===== src/rtl/ps_head_inserter.sv =====
// Prepends a parallel header (serialised word 0 first) to each payload packet.
// Define PS_HEAD_INSERTER_OUTREG_EN to register the output through a two-entry skid stage.
module ps_head_inserter #(
    parameter int WIDTH  = 8,
    parameter int LENGTH = 4
) (
    input  logic                           clk,
    input  logic                           reset,
    input  logic [LENGTH-1:0][WIDTH-1:0]   i_hdr,
    input  logic [$clog2(LENGTH)-1:0]      i_len,
    input  logic                           i_hval,
    output logic                           i_hrdy,
    input  logic [WIDTH-1:0]               i_dat,
    input  logic                           i_val,
    input  logic                           i_eop,
    output logic                           i_rdy,
    output logic [WIDTH-1:0]               o_dat,
    output logic                           o_val,
    output logic                           o_eop,
    input  logic                           o_rdy
);
    localparam int LW = $clog2(LENGTH);

    typedef enum logic [1:0] {IDLE, HEAD, BODY} state_t;

    state_t                         state_q, state_d;
    logic [LENGTH-1:0][WIDTH-1:0]   hdr_q, hdr_d;
    logic [LW-1:0]                  len_q, len_d;
    logic [LW-1:0]                  hcnt_q, hcnt_d;

    logic [WIDTH-1:0]               c_dat;
    logic                           c_val, c_eop, c_rdy;
    logic                           hrdy_c, rdy_c;

    always_ff @(posedge clk) begin
        if (reset) begin
            state_q <= IDLE;
            hdr_q   <= '0;
            len_q   <= '0;
            hcnt_q  <= '0;
        end else begin
            state_q <= state_d;
            hdr_q   <= hdr_d;
            len_q   <= len_d;
            hcnt_q  <= hcnt_d;
        end
    end

    always_comb begin
        state_d = state_q;
        hdr_d   = hdr_q;
        len_d   = len_q;
        hcnt_d  = hcnt_q;
        c_dat   = '0;
        c_val   = 1'b0;
        c_eop   = 1'b0;
        hrdy_c  = 1'b0;
        rdy_c   = 1'b0;
        case (state_q)
            IDLE: begin
                hrdy_c = 1'b1;
                if (i_hval) begin
                    hdr_d   = i_hdr;
                    len_d   = i_len;
                    hcnt_d  = '0;
                    state_d = HEAD;
                end
            end
            HEAD: begin
                c_val = 1'b1;
                c_dat = hdr_q[0];
                if (c_rdy) begin
                    hdr_d  = {{WIDTH{1'b0}}, hdr_q[LENGTH-1:1]};
                    hcnt_d = hcnt_q + 1'b1;
                    if (hcnt_q == len_q)
                        state_d = BODY;
                end
            end
            BODY: begin
                c_dat = i_dat;
                c_val = i_val;
                c_eop = i_eop;
                rdy_c = c_rdy;
                if (i_val && c_rdy && i_eop)
                    state_d = IDLE;
            end
            default: state_d = IDLE;
        endcase
    end

    assign i_hrdy = hrdy_c & ~reset;
    assign i_rdy  = rdy_c & ~reset;

`ifdef PS_HEAD_INSERTER_OUTREG_EN
    logic [WIDTH-1:0] od_q, sd_q;
    logic             ov_q, oe_q, sv_q, se_q;

    // Core readiness depends only on skid occupancy, breaking the o_rdy -> i_rdy path.
    assign c_rdy = ~sv_q;

    always_ff @(posedge clk) begin
        if (reset) begin
            od_q <= '0;
            ov_q <= 1'b0;
            oe_q <= 1'b0;
            sd_q <= '0;
            sv_q <= 1'b0;
            se_q <= 1'b0;
        end else if (o_rdy || !ov_q) begin
            if (sv_q) begin
                od_q <= sd_q;
                oe_q <= se_q;
                ov_q <= 1'b1;
                sv_q <= 1'b0;
            end else begin
                od_q <= c_dat;
                oe_q <= c_eop;
                ov_q <= c_val;
            end
        end else if (c_val && c_rdy) begin
            sd_q <= c_dat;
            se_q <= c_eop;
            sv_q <= 1'b1;
        end
    end

    assign o_dat = reset ? '0 : od_q;
    assign o_val = ov_q & ~reset;
    assign o_eop = oe_q & ~reset;
`else
    assign c_rdy = o_rdy;
    assign o_dat = reset ? '0 : c_dat;
    assign o_val = c_val & ~reset;
    assign o_eop = c_eop & ~reset;
`endif
endmodule


===== config.mk =====
export PLATFORM = sky130hd
export DESIGN_NAME = ps_head_inserter
export DESIGN_NICKNAME = d
export VERILOG_FILES = /design/src/rtl/ps_head_inserter.sv
export SDC_FILE = /design/constraint.sdc
export NUM_CORES = 1
export LEC_CHECK = 0
export CORE_ASPECT_RATIO = 0.6
export CORE_MARGIN = 1
export CORE_UTILIZATION = 29
export CTS_BUF_LIST = sky130_fd_sc_hd__clkbuf_4 sky130_fd_sc_hd__clkbuf_8 sky130_fd_sc_hd__clkbuf_16
export DETAILED_ROUTE_END_ITERATION = 8
export PLACE_DENSITY = 0.65
export REMOVE_ABC_BUFFERS = 1
export SLEW_MARGIN = 20
export SYNTH_ARGS = -nofsm -noshare
export SYNTH_HDL_FRONTEND = slang
export SYNTH_SLANG_ARGS = --single-unit

===== constraint.sdc =====
create_clock -name clk -period 1.7 [get_ports clk]
set_input_delay 0.255 -clock clk [delete_from_list [all_inputs] [get_ports clk]]
set_output_delay 0.255 -clock clk [all_outputs]
set_load 0.005 [all_outputs]

==> impl_metrics.yaml, run 1 <==
timing:
  setup_tns_ps: -2200
  layout_min_cycle_time_ps: 1800
  worst_pin_slew_ps: 370
  period_share_pct: 106
  relSlewSlack_pct: 75.3
  skew_ps: 3.09
  rsz0062_at_grt: "yes"
  hold_violations: 0
  finalWorstSetupSlack_ps: -98.3
  timing.hold.ws_ps: 450
  final_max_slew_viol_count: 0
  setup_violations: 34
  max_freq_mhz: 556
routing:
  drt-initial-drc-count: 60
  dr.pass1.iters: 4
  vias: 1866
  routedWlPerCell_um: 16.3
  via_per_inst: 4.95
  wirelength_um: 6150
  ant_nets: 0
  drc: 0
clock_tree:
  postCtsHoldBufs: 0
  cts_tree: "built"
  cts_max_level: 2
  clock-sinks: 38
  insertion_delay_ps: 280
  clkTransAtPathRegs_ps: 60
  clockRootBuffer: "clkbuf_16"
  cts_max_path_buffers: 2
  numCtsBuffers: 5
hold_path:
  min_from: "hdr_q[29]"
  min_to: "hdr_q[29]"
  min_path_cells: 2
  hold_class: "flop to flop"
pwr:
  p_leak_nw: 1.26
  peakVddDrop_mv: 0.772
  power_mw: 6.80
  power_density_mw_per_mm2: 2000
synthesis:
  ys_warn_count: 0
  synth_edf_count: 0
  yosysSeqAreaShare_pct: 38.4
  netlist_area_mm2: 0.00198
  synth.largest_area_cell: "dfxtp_1"
  synth_area_per_cell_um2: 9.30
  synthArstFlopShare_pct: 0
  ys_ff_latch: 38
  synthTopCellsByArea: "dfxtp_1 (38%), a211oi_2 (13%), mux2i_1 (12%), nor2_1 (6.3%), a21oi_1 (3.8%)"
  ys.flop_type: "dfxtp_1"
  synth.distinct_cells: 28
  syn_inst: 213
  synth_top_area_share_pct: 38.4
global_routing:
  grt_pass1_wl_um: 8950
  antenna_found_initial: 0
  gr-total-overflow: 0
  track_usage_pct: 16.8
  grt_pass1_vias: 1703
  grt_max_degree: 25
run_status:
  violations: "setup timing"
  outcome: "finished, violations left"
critical_path:
  endpoint_kind: "flop"
  ff2ff_setup_slack_ps: -100
  cp_data_required_time_ps: 1860
  crit_fanout: 14
  crit_arrival_ps: 1960
  worstSetupPathType: "flop to flop"
  reg2reg_from: "state_q[1]"
  start_kind: "flop"
  r2r-end: "hdr_q[26]"
  reg2regPathDepth: 9
floorplan:
  die_h_um: 66.0
  placementRows: 22
  dieArea_mm2: 0.00718
  start_util_pct: 31.1
  die_w_um: 109
  pin_count: 60
  coreArea_mm2: 0.00636
placed_design:
  place_area_mm2: 0.00272
  gp_congestion: 0.696
  pre_cts_ws_ps: -238
  io_buffers: 59
  dp_hpwl_um: 3520
layout:
  finalNetCount: 345
  drive_above_1_share_pct: 42.0
  diodes: 0
  num-fill-cells: 562
  area_delta_synth_final_pct: 72.0
  design_area_mm2: 0.00341
run:
  cap_violations: 0
## how the worst max path moves through the flow
stage | start | endpoint | slack [ps] | depth (start not counted)
after floorplan | state_q[1] | hdr_q[10] | -1830 | 6
after global placement | state_q[0] | o_dat[5] | -200 | 5
after detailed placement | state_q[0] | o_dat[6] | -240 | 5
after CTS | state_q[1] | hdr_q[18] | -70 | 9
after global routing | state_q[1] | hdr_q[26] | -170 | 9
final | state_q[1] | hdr_q[26] | -100 | 9
## critical path, cell delays in order (launching register included)
cell	delay [ps]
dfxtp_4	380
inv_6	50
buf_6	110
ha_4	150
mux2_4	300
and2_4	210
buf_12	140
buf_12	150
nand3b_1	100
a21oi_1	70
## placed cells by master, fill, tap and decap left out, types with 4 or more instances in the layout
cell             instances
clkbuf_2                 8
nor2_2                  12
nor2_4                  16
buf_4                   15
nand3b_1                 9
clkdlybuf4s50_1         46
a21oi_1                 13
ha_4                     4
nor2_1                   5
buf_16                   4
a22oi_2                  6
a211oi_2                24
buf_6                    6
dfxtp_1                 36
buf_12                   5
nand2_1                 13
mux2i_1                 24
nand3_1                  4
clkbuf_16                5
## cell families after synthesis
family	Yosys count	synth area share [%]
and+or+nand+nor	69	16.6
DFF	38	38.4
xor gates and xnor gates	2	0.885
muxes	25	12.7
adders and majority gates	5	3.16
buffers and inverters	23	5.94
AOI/OAI and AO/OA	51	22.4
## stage by stage
stage          util, %  cells
3_5_place_dp      42.7    353
2_1_floorplan        -    194
3_3_place_gp      42.7    353
6_report          53.6    377
4_1_cts           52.7    375
5_1_grt           53.6    377
## synthesized netlist by cell type (all sizes together) (3+ instances only)
cell type,count
clkbuf,8
a211oi,24
dfxtp,38
nand3b,9
a21oi,15
buf,11
nand2,13
inv,4
nor2b,3
a22oi,8
nand3,4
ha,5
mux2i,24
nor2,33
## layout make-up
cell class                 instances  area, um^2  share of cell area [%]
sequential                        38         766                    22.5
multi-input combinational        153        1400                    41.1
timing repair buffer              90         961                    28.2
tap                               84         105                    3.09
clock inverter                     1        5.00                   0.147
inverter                           4        22.5                   0.661
clock buffer                       7         146                    4.30
## layer usage
layer / share of wire, % / vias to the layer above / global-route usage (%)
met2: 46 / 49 / 26.7
met1: 48 / 893 / 22.4
met3: 6.0 / 3 / 4.83
li1: - / 921 / -
met4: 0.46 / 0 / 3.72
met5: 0 / - / 0
## power breakdown
group          switching, mW  internal, mW  leakage [nW]
logic                   2.00          2.35         0.870
clock network          0.351         0.597        0.0773
registers              0.277          1.22         0.315
total                   2.63          4.17          1.26
## repair_timing
action / in CTS / in global routing
setup buffers: 8 / 2
cloned: 6 / 1
endpoints found under the setup margin: 47 / 45
pin swaps: 15 / 15
gates resized for setup: 83 / 41
## state kept, by name (all words and copies together), names as in the netlist
name and flops:
len_q 2, hcnt_q 2, hdr_q 32, state_q 2
(Power assumes the default switching activity.)
==> run 2, diff against run 1 <==
--- a/config.mk
+++ b/config.mk
@@ -6,11 +6,11 @@
 export NUM_CORES = 1
 export LEC_CHECK = 0
 export CORE_ASPECT_RATIO = 0.6
-export CORE_MARGIN = 1
 export CORE_UTILIZATION = 29
 export CTS_BUF_LIST = sky130_fd_sc_hd__clkbuf_4 sky130_fd_sc_hd__clkbuf_8 sky130_fd_sc_hd__clkbuf_16
 export DETAILED_ROUTE_END_ITERATION = 8
 export PLACE_DENSITY = 0.65
+export RECOVER_POWER = 100
 export REMOVE_ABC_BUFFERS = 1
 export SLEW_MARGIN = 20
 export SYNTH_ARGS = -nofsm -noshare
==> constraint.sdc (replaced) <==
create_clock -name clk -period 1.7 [get_ports clk]
set_input_delay 0.34 -clock clk [delete_from_list [all_inputs] [get_ports clk]]
set_output_delay 0.34 -clock clk [all_outputs]
set_load 0.005 [all_outputs]
==> run 2 against run 1 <==
Core utilization shrank 0.94 points; clock-buffer cell count is the same; clock power is essentially flat; setup slack lost 1.9 ps; design area shrank 1.8%; the flow still finishes with violations (setup timing); largest power group unchanged; first-iteration DRC count grew 17%; sequential power is essentially flat; die area is the same; worst hold slack gained 4.7 ps.
==> impl_metrics.yaml, run 2 (synthesis results as in run 1) <==
layout:
  area_delta_synth_final_pct: 68.9
  utilization_pct: 52.6
  mostFrequentLayoutCell: "clkdlybuf4s50_1"
  diodes: 0
  largest_register_ffs: 32
  layout_common_cells: "clkdlybuf4s50_1 (45), dfxtp_1 (36), mux2i_1 (24)"
  finalNetCount: 348
  regMostFlops: "hdr_q"
  design_area_mm2: 0.00335
  drive_above_1_share_pct: 38.5
critical_path:
  ff2ff_setup_slack_ps: -100
  worstSetupPathType: "flop to flop"
  crit_arrival_ps: 1950
  path_common_cell: "buf_6"
  endpoint_kind: "flop"
  start_kind: "flop"
  slowest_stage: "dfxtp_2"
  r2r-end: "hdr_q[26]"
  reg2regPathDepth: 9
  slowest_delay_ps: 340
  crit_fanout: 6
  cp_data_required_time_ps: 1840
  reg2reg_from: "state_q[0]"
  crit_path_cell_trace: "buf_6 > buf_6 > ha_4 > mux2_4 > and2_4 > buf_4 > buf_16 > nand3b_1 > a21oi_1"
pwr:
  power_mw: 6.47
  peakVddDrop_mv: 0.747
  p_leak_nw: 1.26
  power_density_mw_per_mm2: 1930
timing:
  timing.hold.ws_ps: 455
  max_freq_mhz: 556
  final_max_slew_viol_count: 0
  skew_ps: 4.58
  setup_violations: 40
  layout_min_cycle_time_ps: 1800
  hold_violations: 0
  worst_pin_slew_ps: 545
  relSlewSlack_pct: 63.6
  rsz0062_at_grt: "yes"
  period_share_pct: 106
  finalWorstSetupSlack_ps: -100
clock_tree:
  clock-sinks: 38
  cts_tree: "built"
  clkTransAtPathRegs_ps: 60
  cts_max_path_buffers: 2
  postCtsHoldBufs: 0
  numCtsBuffers: 5
  clockRootBuffer: "clkbuf_16"
  insertion_delay_ps: 280
  cts_max_level: 2
run_status:
  outcome: "finished, violations left"
  violations: "setup timing"
hold_path:
  min_path_cells: 2
  hold_class: "flop to flop"
  min_from: "hdr_q[29]"
  min_to: "hdr_q[29]"
routing:
  via_per_inst: 4.83
  drt-initial-drc-count: 70
  wirelength_um: 5830
  ant_nets: 0
  routedWlPerCell_um: 15.3
  dr.pass1.iters: 5
  vias: 1837
  drc: 0
run:
  cap_violations: 0
floorplan:
  die_h_um: 66.0
  placementRows: 22
  start_util_pct: 31.1
  dieArea_mm2: 0.00718
  coreArea_mm2: 0.00636
  die_w_um: 109
  pin_count: 60
global_routing:
  grt_max_degree: 39
  grt_pass1_wl_um: 8870
  track_usage_pct: 16.6
  antenna_found_initial: 0
  gr-total-overflow: 0
  grt_pass1_vias: 1698
placed_design:
  place_area_mm2: 0.00274
  gp_congestion: 0.728
  dp_hpwl_um: 3430
  io_buffers: 59
run 2: changes by cell type in the layout (fill, tap and decap cells not counted), moves of 5 or more:
| cell | change |
|---|---|
| nor2_1 | +11 |
| buf_2 | +7 |
| clkbuf_2 | -6 |
| nor2_4 | -6 |
| nor2_2 | -5 |
run 2: what timing repair did:
| action | CTS | global route |
|---|---|---|
| pin swaps | 10 | 12 |
| cloned | 6 | 1 |
| resized for setup | 98 | 18 |
| setup buffers | 9 | 4 |
| setup endpoints to repair | 46 | 47 |
run 2: critical path: cells and delay by family, from the launching register on:
family | cells | cell delay (ps)
AND/OR/NAND/NOR | 2 | 270
flip-flops | 1 | 340
multiplexers | 1 | 310
adder cells (fa/ha/maj) | 1 | 160
AO/OA/AOI/OAI | 1 | 60
buffers and inverters | 4 | 530
run 2: power by group:
part	internal (mW)	total (mW)	switching [mW]
clock network	0.597	0.946	0.349
logic	2.20	4.06	1.86
registers	1.22	1.47	0.246
run 2: layout make-up:
| class | instances | area, um^2 |
|---|---|---|
| clock buffers | 7 | 146 |
| flip-flops and latches | 38 | 766 |
| well taps | 84 | 105 |
| clock inverters | 1 | 5.00 |
| repair buffers | 93 | 980 |
| multi-input cells | 153 | 1320 |
| fillers | 567 | 3010 |
| inverters | 4 | 22.5 |
run 2: per-stage QoR:
stage          worst slack (ps)  cells  setup TNS, ps
4_1_cts                    -119    376          -2700
5_1_grt                    -147    380          -4550
2_1_floorplan             -1830    194         -62930
6_report                   -100    380          -2720
3_3_place_gp               -329    353          -7230
3_5_place_dp               -338    353          -7690
run 2: worst max-delay path by stage:
| stage | from | to | slack [ps] | depth (start not counted) |
|---|---|---|---|---|
| floorplan | state_q[1] | hdr_q[10] | -1830 | 6 |
| global placement | state_q[0] | o_dat[5] | -330 | 5 |
| detailed placement | o_rdy | i_rdy | -340 | 4 |
| CTS | state_q[0] | o_dat[2] | -120 | 6 |
| global route | state_q[0] | hdr_q[29] | -150 | 9 |
| finish | state_q[0] | hdr_q[26] | -100 | 9 |
run 2: layer usage:
layer,part of all wire [%],GRT usage [%]
met1,50,22.8
met2,44,25.2
met3,5.4,5.32
met4,0.65,4.05
met5,0,0
==> run 3, diff against run 2 <==
--- a/config.mk
+++ b/config.mk
@@ -9,7 +9,7 @@
 export CORE_UTILIZATION = 29
 export CTS_BUF_LIST = sky130_fd_sc_hd__clkbuf_4 sky130_fd_sc_hd__clkbuf_8 sky130_fd_sc_hd__clkbuf_16
 export DETAILED_ROUTE_END_ITERATION = 8
-export PLACE_DENSITY = 0.65
+export PLACE_DENSITY_LB_ADDON = 0.3
 export RECOVER_POWER = 100
 export REMOVE_ABC_BUFFERS = 1
 export SLEW_MARGIN = 20
==> run 3 against run 2 <==
The flow still finishes with violations (setup timing); register-to-register slack barely moved; core utilization increased by 1.6 points; combinational power up 8.9%; via count up 1.6%; power grew 6.1%; critical endpoint is now hdr_q[11]; design area increased by 3.1%; clock power rose by 0.5%; fmax about the same; global-route usage is essentially flat.
==> impl_metrics.yaml, run 3 (synthesis results as in run 1) <==
run_status:
  outcome: "finished, violations left"
  violations: "setup timing"
pwr:
  sequentialPowerShare_pct: 21.8
  power_mw: 6.86
  clock_power_share_pct: 13.9
  p_sw_mw: 2.69
  combPwrFrac_pct: 64.4
  p_sw_share_pct: 39.2
  p_leak_nw: 1.27
  peakVddDrop_mv: 0.687
  intPower_mw: 4.18
  power_density_mw_per_mm2: 1990
layout:
  layout_common_cells: "clkdlybuf4s50_1 (46), dfxtp_1 (36), mux2i_1 (24)"
  num-fill-cells: 569
  largest_register_ffs: 32
  design_area_mm2: 0.00345
  utilization_pct: 54.2
  mostFrequentLayoutCell: "clkdlybuf4s50_1"
  area_delta_synth_final_pct: 74.1
  drive_above_1_share_pct: 43.2
  regMostFlops: "hdr_q"
  finalNetCount: 346
  fin_cells: 379
critical_path:
  endpoint_kind: "flop"
  reg2regPathDepth: 8
  setup.worst_path.end: "hdr_q[11]"
  worstSetupPathType: "flop to flop"
  critPathLaunch: "state_q[0]"
  crit_path_cell_trace: "buf_6 > buf_6 > ha_4 > mux2_4 > and2_4 > clkbuf_16 > nor2_2 > a211oi_2"
  slowest_stage: "dfxtp_2"
  slowest_delay_ps: 340
  path_common_cell: "buf_6"
  start_kind: "flop"
  cp_data_required_time_ps: 1900
  r2r-end: "hdr_q[11]"
  crit_arrival_ps: 2000
  ff2ff_setup_slack_ps: -100
  crit_fanout: 7
  reg2reg_from: "state_q[0]"
timing:
  period_share_pct: 106
  finalWorstSetupSlack_ps: -101
  max_freq_mhz: 555
  layout_min_cycle_time_ps: 1800
  setup_tns_ps: -1760
  worst_pin_slew_ps: 559
  rsz0062_at_grt: "yes"
  setup_violations: 43
  hold_violations: 0
  timing.hold.ws_ps: 456
  skew_ps: 3.80
  final_max_slew_viol_count: 0
  relSlewSlack_pct: 62.7
routing:
  drc: 0
  ant_nets: 0
  routedWlPerCell_um: 16.6
  wirelength_um: 6280
  drt-initial-drc-count: 87
  via_per_inst: 4.93
  vias: 1867
  dr.pass1.iters: 4
placed_design:
  dp_hpwl_um: 3500
  io_buffers: 59
  place_area_mm2: 0.00277
  gp_congestion: 0.763
  pre_cts_ws_ps: -257
  place_inst: 357
floorplan:
  coreArea_mm2: 0.00636
  die_w_um: 109
  placementRows: 22
  die_h_um: 66.0
  pin_count: 60
  dieArea_mm2: 0.00718
  start_util_pct: 31.1
global_routing:
  antenna_found_initial: 1
  grt_max_degree: 39
  grt_pass1_vias: 1770
  gr-total-overflow: 0
  track_usage_pct: 16.7
  grt_pass1_wl_um: 8940
clock_tree:
  cts_max_path_buffers: 2
  cts_tree: "built"
  clockRootBuffer: "clkbuf_16"
  clock-sinks: 38
  numCtsBuffers: 5
  postCtsHoldBufs: 0
  clkTransAtPathRegs_ps: 60
  insertion_delay_ps: 280
  cts_max_level: 2
hold_path:
  hold_class: "flop to flop"
run:
  cap_violations: 0
run 3: cell types whose count changed in the layout (fill, tap and decap cells not counted), moves of 2 or more:
cell	previous run	this run
buf_2	9	11
buf_4	14	12
clkbuf_1	2	0
clkbuf_16	6	9
nor2_1	16	2
nor2_2	7	12
nor2_4	10	19
run 3: final cells by class:
| cell class | count | area [um^2] | share of cell area [%] |
|---|---|---|---|
| Multi-Input combinational cell | 153 | 1410 | 40.8 |
| Sequential cell | 38 | 763 | 22.1 |
| Clock buffer | 7 | 146 | 4.25 |
| Tap cell | 84 | 105 | 3.05 |
| Clock inverter | 1 | 5.00 | 0.145 |
| Inverter | 4 | 20.0 | 0.581 |
| Antenna cell | 1 | 2.50 | 0.0726 |
| Timing Repair Buffer | 91 | 1000 | 29.0 |
run 3: power groups by stage:
stage	combinational [mW]	clock, mW	sequential, mW
floorplan	1.61	0	1.45
global placement	2.56	0	1.37
detailed placement	2.59	0	1.39
CTS	3.59	0.970	1.43
global route	4.68	1.01	1.53
finish	4.42	0.951	1.49
run 3: worst min-delay path by stage:
stage | end | startpoint | cells after the start | slack [ps]
after detailed placement | hdr_q[31] | hdr_q[31] | 2 | 450
after CTS | hdr_q[31] | hdr_q[31] | 2 | 450
after global placement | hdr_q[31] | hdr_q[31] | 2 | 440
after floorplan | hdr_q[10] | reset | 1 | 400
final | hdr_q[31] | hdr_q[31] | 2 | 460
after global routing | hdr_q[31] | hdr_q[31] | 2 | 480
run 3: what timing repair did:
action	in CTS	in global routing
pin swaps	26	26
cloned	4	6
endpoints found under the setup margin	47	44
resized for setup	108	26
buffers inserted	2	1
run 3: worst max-delay path, delay by kind of cell, from the launching register on:
family / cells / cell delay [ps]
multiplexers: 1 / 220
flip-flops: 1 / 340
buffers and inverters: 3 / 450
AO/OA/AOI/OAI: 1 / 200
AND/OR/NAND/NOR: 2 / 350
adder cells (fa/ha/maj): 1 / 160
run 3: per-layer routing:
layer	track usage [%]	share of wire (%)
met4	4.56	1.0
met3	5.52	7.6
met5	0	0
met1	22.1	47
met2	25.8	44
